File: src/rtl/mc_pkg.sv
// Shared types and encodings for the multi-cycle RV32 control unit.
package mc_pkg;

    typedef enum logic [2:0] {
        ST_FETCH,
        ST_DECODE,
        ST_EXEC,
        ST_MEM,
        ST_WB,
        ST_TRAP
    } state_t;

    typedef enum logic [3:0] {
        OP_R,
        OP_I,
        OP_LOAD,
        OP_S,
        OP_SB,
        OP_UJ,
        OP_JALR,
        OP_U,
        OP_ILL
    } op_t;

    localparam logic [6:0] OPC_R    = 7'b0110011;
    localparam logic [6:0] OPC_I    = 7'b0010011;
    localparam logic [6:0] OPC_LOAD = 7'b0000011;
    localparam logic [6:0] OPC_S    = 7'b0100011;
    localparam logic [6:0] OPC_SB   = 7'b1100011;
    localparam logic [6:0] OPC_UJ   = 7'b1101111;
    localparam logic [6:0] OPC_JALR = 7'b1100111;
    localparam logic [6:0] OPC_U    = 7'b0110111;

    localparam logic [2:0] IMM_I    = 3'd0;
    localparam logic [2:0] IMM_S    = 3'd1;
    localparam logic [2:0] IMM_SB   = 3'd2;
    localparam logic [2:0] IMM_UJ   = 3'd3;
    localparam logic [2:0] IMM_U    = 3'd4;
    localparam logic [2:0] IMM_NONE = 3'd7;

    localparam logic [1:0] PC_PLUS4 = 2'd0;
    localparam logic [1:0] PC_BR    = 2'd1;
    localparam logic [1:0] PC_JAL   = 2'd2;
    localparam logic [1:0] PC_JALR  = 2'd3;

    localparam logic [1:0] WB_ALU   = 2'd0;
    localparam logic [1:0] WB_MEM   = 2'd1;
    localparam logic [1:0] WB_PC4   = 2'd2;
    localparam logic [1:0] WB_IMM   = 2'd3;

endpackage

File: src/rtl/mc_decode.sv
// Opcode classifier: maps instr[6:0] to an instruction class and
// the per-class datapath selects (immediate format, ALU B, write-back).
module mc_decode
    import mc_pkg::*;
(
    input  logic [6:0] i_opcode,
    output op_t        o_op,
    output logic [2:0] o_imm_type,
    output logic       o_alu_src_b,
    output logic [1:0] o_wb_sel
);

    always_comb begin
        o_op = OP_ILL;
        unique case (1'b1)
            (i_opcode == OPC_R):    o_op = OP_R;
            (i_opcode == OPC_I):    o_op = OP_I;
            (i_opcode == OPC_LOAD): o_op = OP_LOAD;
            (i_opcode == OPC_S):    o_op = OP_S;
            (i_opcode == OPC_SB):   o_op = OP_SB;
            (i_opcode == OPC_UJ):   o_op = OP_UJ;
            (i_opcode == OPC_JALR): o_op = OP_JALR;
            (i_opcode == OPC_U):    o_op = OP_U;
            default:                o_op = OP_ILL;
        endcase
    end

    always_comb begin
        o_imm_type  = IMM_NONE;
        o_alu_src_b = 1'b1;
        o_wb_sel    = WB_ALU;
        case (o_op)
            OP_R: begin
                o_alu_src_b = 1'b0;
            end
            OP_I: begin
                o_imm_type = IMM_I;
            end
            OP_LOAD: begin
                o_imm_type = IMM_I;
                o_wb_sel   = WB_MEM;
            end
            OP_S: begin
                o_imm_type = IMM_S;
            end
            OP_SB: begin
                o_imm_type  = IMM_SB;
                o_alu_src_b = 1'b0;
            end
            OP_UJ: begin
                o_imm_type = IMM_UJ;
                o_wb_sel   = WB_PC4;
            end
            OP_JALR: begin
                o_imm_type = IMM_I;
                o_wb_sel   = WB_PC4;
            end
            OP_U: begin
                o_imm_type = IMM_U;
                o_wb_sel   = WB_IMM;
            end
            default: begin
                o_imm_type = IMM_NONE;
            end
        endcase
    end

endmodule

File: src/rtl/mc_control.sv
// Multi-cycle RV32 control FSM: sequences fetch/decode/exec/mem/wb,
// drives datapath strobes and counts retired instructions.
module mc_control
    import mc_pkg::*;
#(
    parameter int RET_W = 32
)
(
    input  logic             clk,
    input  logic             n_rst,
    input  logic [31:0]      instr,
    input  logic             mem_ready,
    input  logic             br_taken,
    output logic             mem_req,
    output logic             mem_we,
    output logic             ir_we,
    output logic             reg_we,
    output logic             pc_we,
    output logic [1:0]       pc_sel,
    output logic [2:0]       imm_type,
    output logic             alu_src_b,
    output logic [1:0]       wb_sel,
    output logic             illegal,
    output logic [RET_W-1:0] instret
);

    state_t           r_state;
    logic             r_live;
    logic             r_illegal;
    logic [RET_W-1:0] r_instret;

    op_t        w_op;
    logic [2:0] w_imm;
    logic       w_alu_b;
    logic [1:0] w_wb;
    logic       w_on;
    logic       w_unused;

    mc_decode u_decode (
        .i_opcode    (instr[6:0]),
        .o_op        (w_op),
        .o_imm_type  (w_imm),
        .o_alu_src_b (w_alu_b),
        .o_wb_sel    (w_wb)
    );

    assign w_unused = ^instr[31:7];

    // Strobes stay low while reset is applied and for the first cycle after.
    assign w_on = n_rst & r_live;

    always_comb begin
        mem_req   = 1'b0;
        mem_we    = 1'b0;
        ir_we     = 1'b0;
        reg_we    = 1'b0;
        pc_we     = 1'b0;
        pc_sel    = PC_PLUS4;
        imm_type  = IMM_NONE;
        alu_src_b = w_alu_b;
        wb_sel    = w_wb;
        case (r_state)
            ST_FETCH: begin
                mem_req = 1'b1;
                ir_we   = w_on & mem_ready;
            end
            ST_DECODE: begin
                imm_type = w_imm;
            end
            ST_EXEC: begin
                imm_type = w_imm;
                if (w_op == OP_SB) begin
                    pc_we  = w_on;
                    pc_sel = br_taken ? PC_BR : PC_PLUS4;
                end
            end
            ST_MEM: begin
                imm_type = w_imm;
                mem_req  = 1'b1;
                mem_we   = (w_op == OP_S);
                if (w_op == OP_S) begin
                    pc_we = w_on & mem_ready;
                end
            end
            ST_WB: begin
                imm_type = w_imm;
                reg_we   = w_on;
                pc_we    = w_on;
                if (w_op == OP_UJ) begin
                    pc_sel = PC_JAL;
                end else if (w_op == OP_JALR) begin
                    pc_sel = PC_JALR;
                end
            end
            default: begin
                imm_type = IMM_NONE;
            end
        endcase
    end

    always_ff @(posedge clk) begin
        if (!n_rst) begin
            r_state   <= ST_FETCH;
            r_live    <= 1'b0;
            r_illegal <= 1'b0;
            r_instret <= '0;
        end else begin
            r_live <= 1'b1;
            if (pc_we) begin
                r_instret <= r_instret + {{(RET_W-1){1'b0}}, 1'b1};
            end
            case (r_state)
                ST_FETCH: begin
                    if (r_live && mem_ready) begin
                        r_state <= ST_DECODE;
                    end
                end
                ST_DECODE: begin
                    if (w_op == OP_ILL) begin
                        r_state   <= ST_TRAP;
                        r_illegal <= 1'b1;
                    end else begin
                        r_state <= ST_EXEC;
                    end
                end
                ST_EXEC: begin
                    case (w_op)
                        OP_LOAD, OP_S: r_state <= ST_MEM;
                        OP_SB:         r_state <= ST_FETCH;
                        default:       r_state <= ST_WB;
                    endcase
                end
                ST_MEM: begin
                    if (mem_ready) begin
                        r_state <= (w_op == OP_S) ? ST_FETCH : ST_WB;
                    end
                end
                ST_WB: begin
                    r_state <= ST_FETCH;
                end
                ST_TRAP: begin
                    r_state <= ST_TRAP;
                end
                default: begin
                    r_state <= ST_FETCH;
                end
            endcase
        end
    end

    assign illegal = r_illegal;
    assign instret = r_instret;

endmodule

File: config.mk
export PLATFORM = sky130hd
export DESIGN_NAME = mc_control
export DESIGN_NICKNAME = d
export VERILOG_FILES = /design/src/rtl/mc_pkg.sv /design/src/rtl/mc_decode.sv /design/src/rtl/mc_control.sv
export SDC_FILE = /design/constraint.sdc
export NUM_CORES = 1
export LEC_CHECK = 0
export BUFFER_PORTS_ARGS = -buffer_cell sky130_fd_sc_hd__buf_2
export CORE_UTILIZATION = 50
export CTS_CLUSTER_DIAMETER = 80
export CTS_CLUSTER_SIZE = 20
export DETAILED_ROUTE_END_ITERATION = 8
export PLACE_DENSITY = 0.8
export SLEW_MARGIN = 20
export SYNTH_ARGS = -nofsm -noshare
export SYNTH_HDL_FRONTEND = slang
export SYNTH_HIERARCHICAL = 1
export SYNTH_SLANG_ARGS = --single-unit
File: constraint.sdc
create_clock -name clk -period 3.2 [get_ports clk]
set_input_delay 0.32 -clock clk [delete_from_list [all_inputs] [get_ports clk]]
set_output_delay 0.32 -clock clk [all_outputs]
set_load 0.03 [all_outputs]
==> impl_metrics.yaml <==
clock_tree:
  cts_buffer_depth: 2
  clk_latency_ns: 0.28
  hold_buffers: 0
  cts_max_level: 2
  cts_tree: "done"
  path_clk_slew_ns: 0.06
  clock_sinks: 37
  cts_made_buffers: 5
  cts-root-buf: "clkbuf_8"
  postCtsSetupRepairBufs: 0
logic_synthesis:
  synth_compound_area_frac: 0.235
  ys_seq_elements: 37
  async_flop_share: 0
  seq_area_frac_synth: 0.322
  synth_edf_count: 0
  yosysWarnings: 6
  synth_cell_type_count: 46
  synth_most_common_cell: "dfxtp_1"
  synth_simple_gate_area_frac: 0.342
  avgSynthCellArea_um2: 7.69
  syn_area_mm2: 0.00230
  syn_nets: 336
  yosys.area.top_type_share: 0.322
  synth.top_cells.by_count: "37 x dfxtp_1, 33 x a21oi_1, 25 x nand2_1, 19 x o31ai_1, 16 x nor2_1"
  yosys-top-cells-area: "dfxtp_1 32%, a21oi_1 7.2%, o31ai_1 6.2%, or4_1 4.6%, nand2_1 4.1%"
  muxShareOfSynthArea: 0.0131
  yosys.area_share.xor_xnor: 0.0152
  synth_top_family_by_area: "simple AND/OR/NAND/NOR gates"
  syn_inst: 299
  yosys_most_used_dff: "dfxtp_1"
  synth_fa_ha_area_frac: 0.00544
  yosysTopAreaCell: "dfxtp_1"
floorplan:
  die-area_mm2: 0.00487
  core_mm2: 0.00438
  dieWidth_um: 69.8
  die_y_um: 69.8
  start_util: 0.524
  rows: 24
  ioPinCount: 82
worst_setup_path:
  critical_path_class: "primary input to primary output"
  cp_max_fo: 22
  rr_startpoint: "instret[3]"
  crit_required_ns: 2.88
  cp-startpoint: "instr[4]"
  crit_arrival_ns: 2.70
  critPathCaptureType: "primary output"
  crit_path_start_kind: "primary input"
run:
  drv_cap: 0
pwr:
  pwr-share-seq: 0.535
  leakage_nw: 0.992
  ir_drop_mv: 0.220
  power_frac_clock: 0.367
  swShare: 0.241
  p_sw_uw: 211
  power_frac_comb: 0.097
  powerDensity_mw_per_mm2: 320
  internal_power_uw: 666
cells_and_area:
  area_growth_pct: 19.5
  nets: 392
  n_fill_cell: 412
  final_layout_size_suffix_gt1_frac: 0.228
  insertedDiodeCount: 0
run_status:
  status: "finished, final reports clean"
route:
  first_iter_violations: 195
  wire_per_inst_um: 13.9
  vias_per_cell: 6.11
  wl_um: 5640
  detail-route-antenna-nets: 0
  drt_first_pass_iters: 4
  num_vias: 2487
  route.detailed.drc: 0
min_path:
  min_path_type: "primary input to flop"
  hold_path.startpoint: "n_rst"
placement:
  portBuffers: 56
  place_hpwl_um: 4010
  place.gp.congestion: 0.899
sta:
  whs_ns: 0.271
  rsz0062_at_grt: "no"
  finalHoldViolations: 0
  setup_viol: 0
  layout_min_cycle_time_ns: 3.02
  timing_worst_slew_pin_value_ns: 0.938
  relSlewSlack: 0.374
  clock_skew_ns: 0.00767
  period_share: 0.943
  slew_viol_final: 0
  setup-tns-final_ns: 0
  fmax_mhz: 331
grt:
  grt.total_usage: 0.232
  antenna_found_initial: 0
  grt_max_degree: 35
  grt_pass1_vias: 2087
  grt_pass1_wl_um: 9360
  gr-total-overflow: 0
==> repair_timing <==
item,in CTS,in global routing
setup endpoints to repair,0,1
gates resized for setup,0,2
endpoints found under the hold margin,0,0
==> registers in the layout, summed over array words and instances (netlist names) <==
name     cells
instret     32
illegal      1
r_live       1
r_state      3
==> per-stage QoR <==
step	worst slack [ns]	power (mW)	std cells	instance area (um^2)	utilization
after floorplan	0.242	0.540	299	2300	-
after global placement	0.121	0.563	400	2650	0.604
after detailed placement	0.0555	0.564	400	2650	0.604
after CTS	0.171	0.883	407	2740	0.624
after global routing	0.0352	0.914	407	2750	0.626
final	0.181	0.878	407	2750	0.626
==> critical path, stage by stage <==
cell,delay (ns)
buf_2,0.18
nand2b_1,0.17
buf_4,0.14
a21oi_1,0.07
o21a_1,0.20
or3b_1,0.38
o31a_1,0.28
o32a_1,0.41
buf_12,0.19
inv_2,0.13
buf_2,0.22
==> cell usage in the layout, fill, tap and decap left out, types with 2 or more instances in the layout <==
cell	count
buf_2	56
dfxtp_1	37
a21oi_1	33
nand2_1	25
o31ai_1	19
nor2_1	16
nand3_1	14
or4_1	14
or3_1	12
nand4_1	11
o21ai_1	11
buf_4	11
nand2b_1	8
inv_1	8
nor4_1	7
nor3_1	6
clkbuf_8	6
nor2b_1	5
xnor2_1	3
nor3b_1	3
a31oi_1	3
nor4b_1	3
mux2i_1	3
o21ai_0	3
nand3b_1	3
o21bai_1	3
a211oi_1	3
inv_2	2
and4_1	2
o211ai_1	2
nand4b_1	2
buf_12	2
o21a_1	2
==> final timing paths <==
path | endpoint | slack (ns) | cells past startpoint
min reg2reg | illegal | 0.49 | 2
max | pc_we | 0.18 | 11
max reg2reg | instret[26] | 0.81 | 5
min | r_live | 0.27 | 1
==> logic make-up after synthesis <==
| logic type | after synthesis |
|---|---|
| fa+ha+maj | 1 |
| compound gates | 86 |
| buf+inv | 30 |
| mux | 3 |
| flops | 37 |
| simple gates | 138 |
| xor+xnor | 4 |
==> power groups by stage <==
stage / clock, mW / combinational (mW) / sequential, mW
6_report: 0.322 / 0.0855 / 0.470
5_1_grt: 0.349 / 0.0946 / 0.470
4_1_cts: 0.329 / 0.0842 / 0.470
3_5_place_dp: 0 / 0.0839 / 0.480
3_3_place_gp: 0 / 0.0826 / 0.480
2_1_floorplan: 0 / 0.0616 / 0.479
==> layout make-up <==
| type | count | area (um^2) | area share |
|---|---|---|---|
| tap | 52 | 65.1 | 0.0237 |
| multi-input combinational | 232 | 1410 | 0.515 |
| timing repair buffer | 69 | 403 | 0.147 |
| inverter | 10 | 37.5 | 0.0137 |
| clock buffer | 7 | 86.3 | 0.0314 |
| sequential | 37 | 741 | 0.270 |
==> layer usage <==
metal  up-vias  track usage  wire [um]
met5         -            0          0
met3         6       0.0610        329
met4         0       0.0644         55
met2        78        0.354       2620
met1      1157        0.324       2630
li1       1246            -          -
Note: power is estimated with default switching activity, not from simulation.
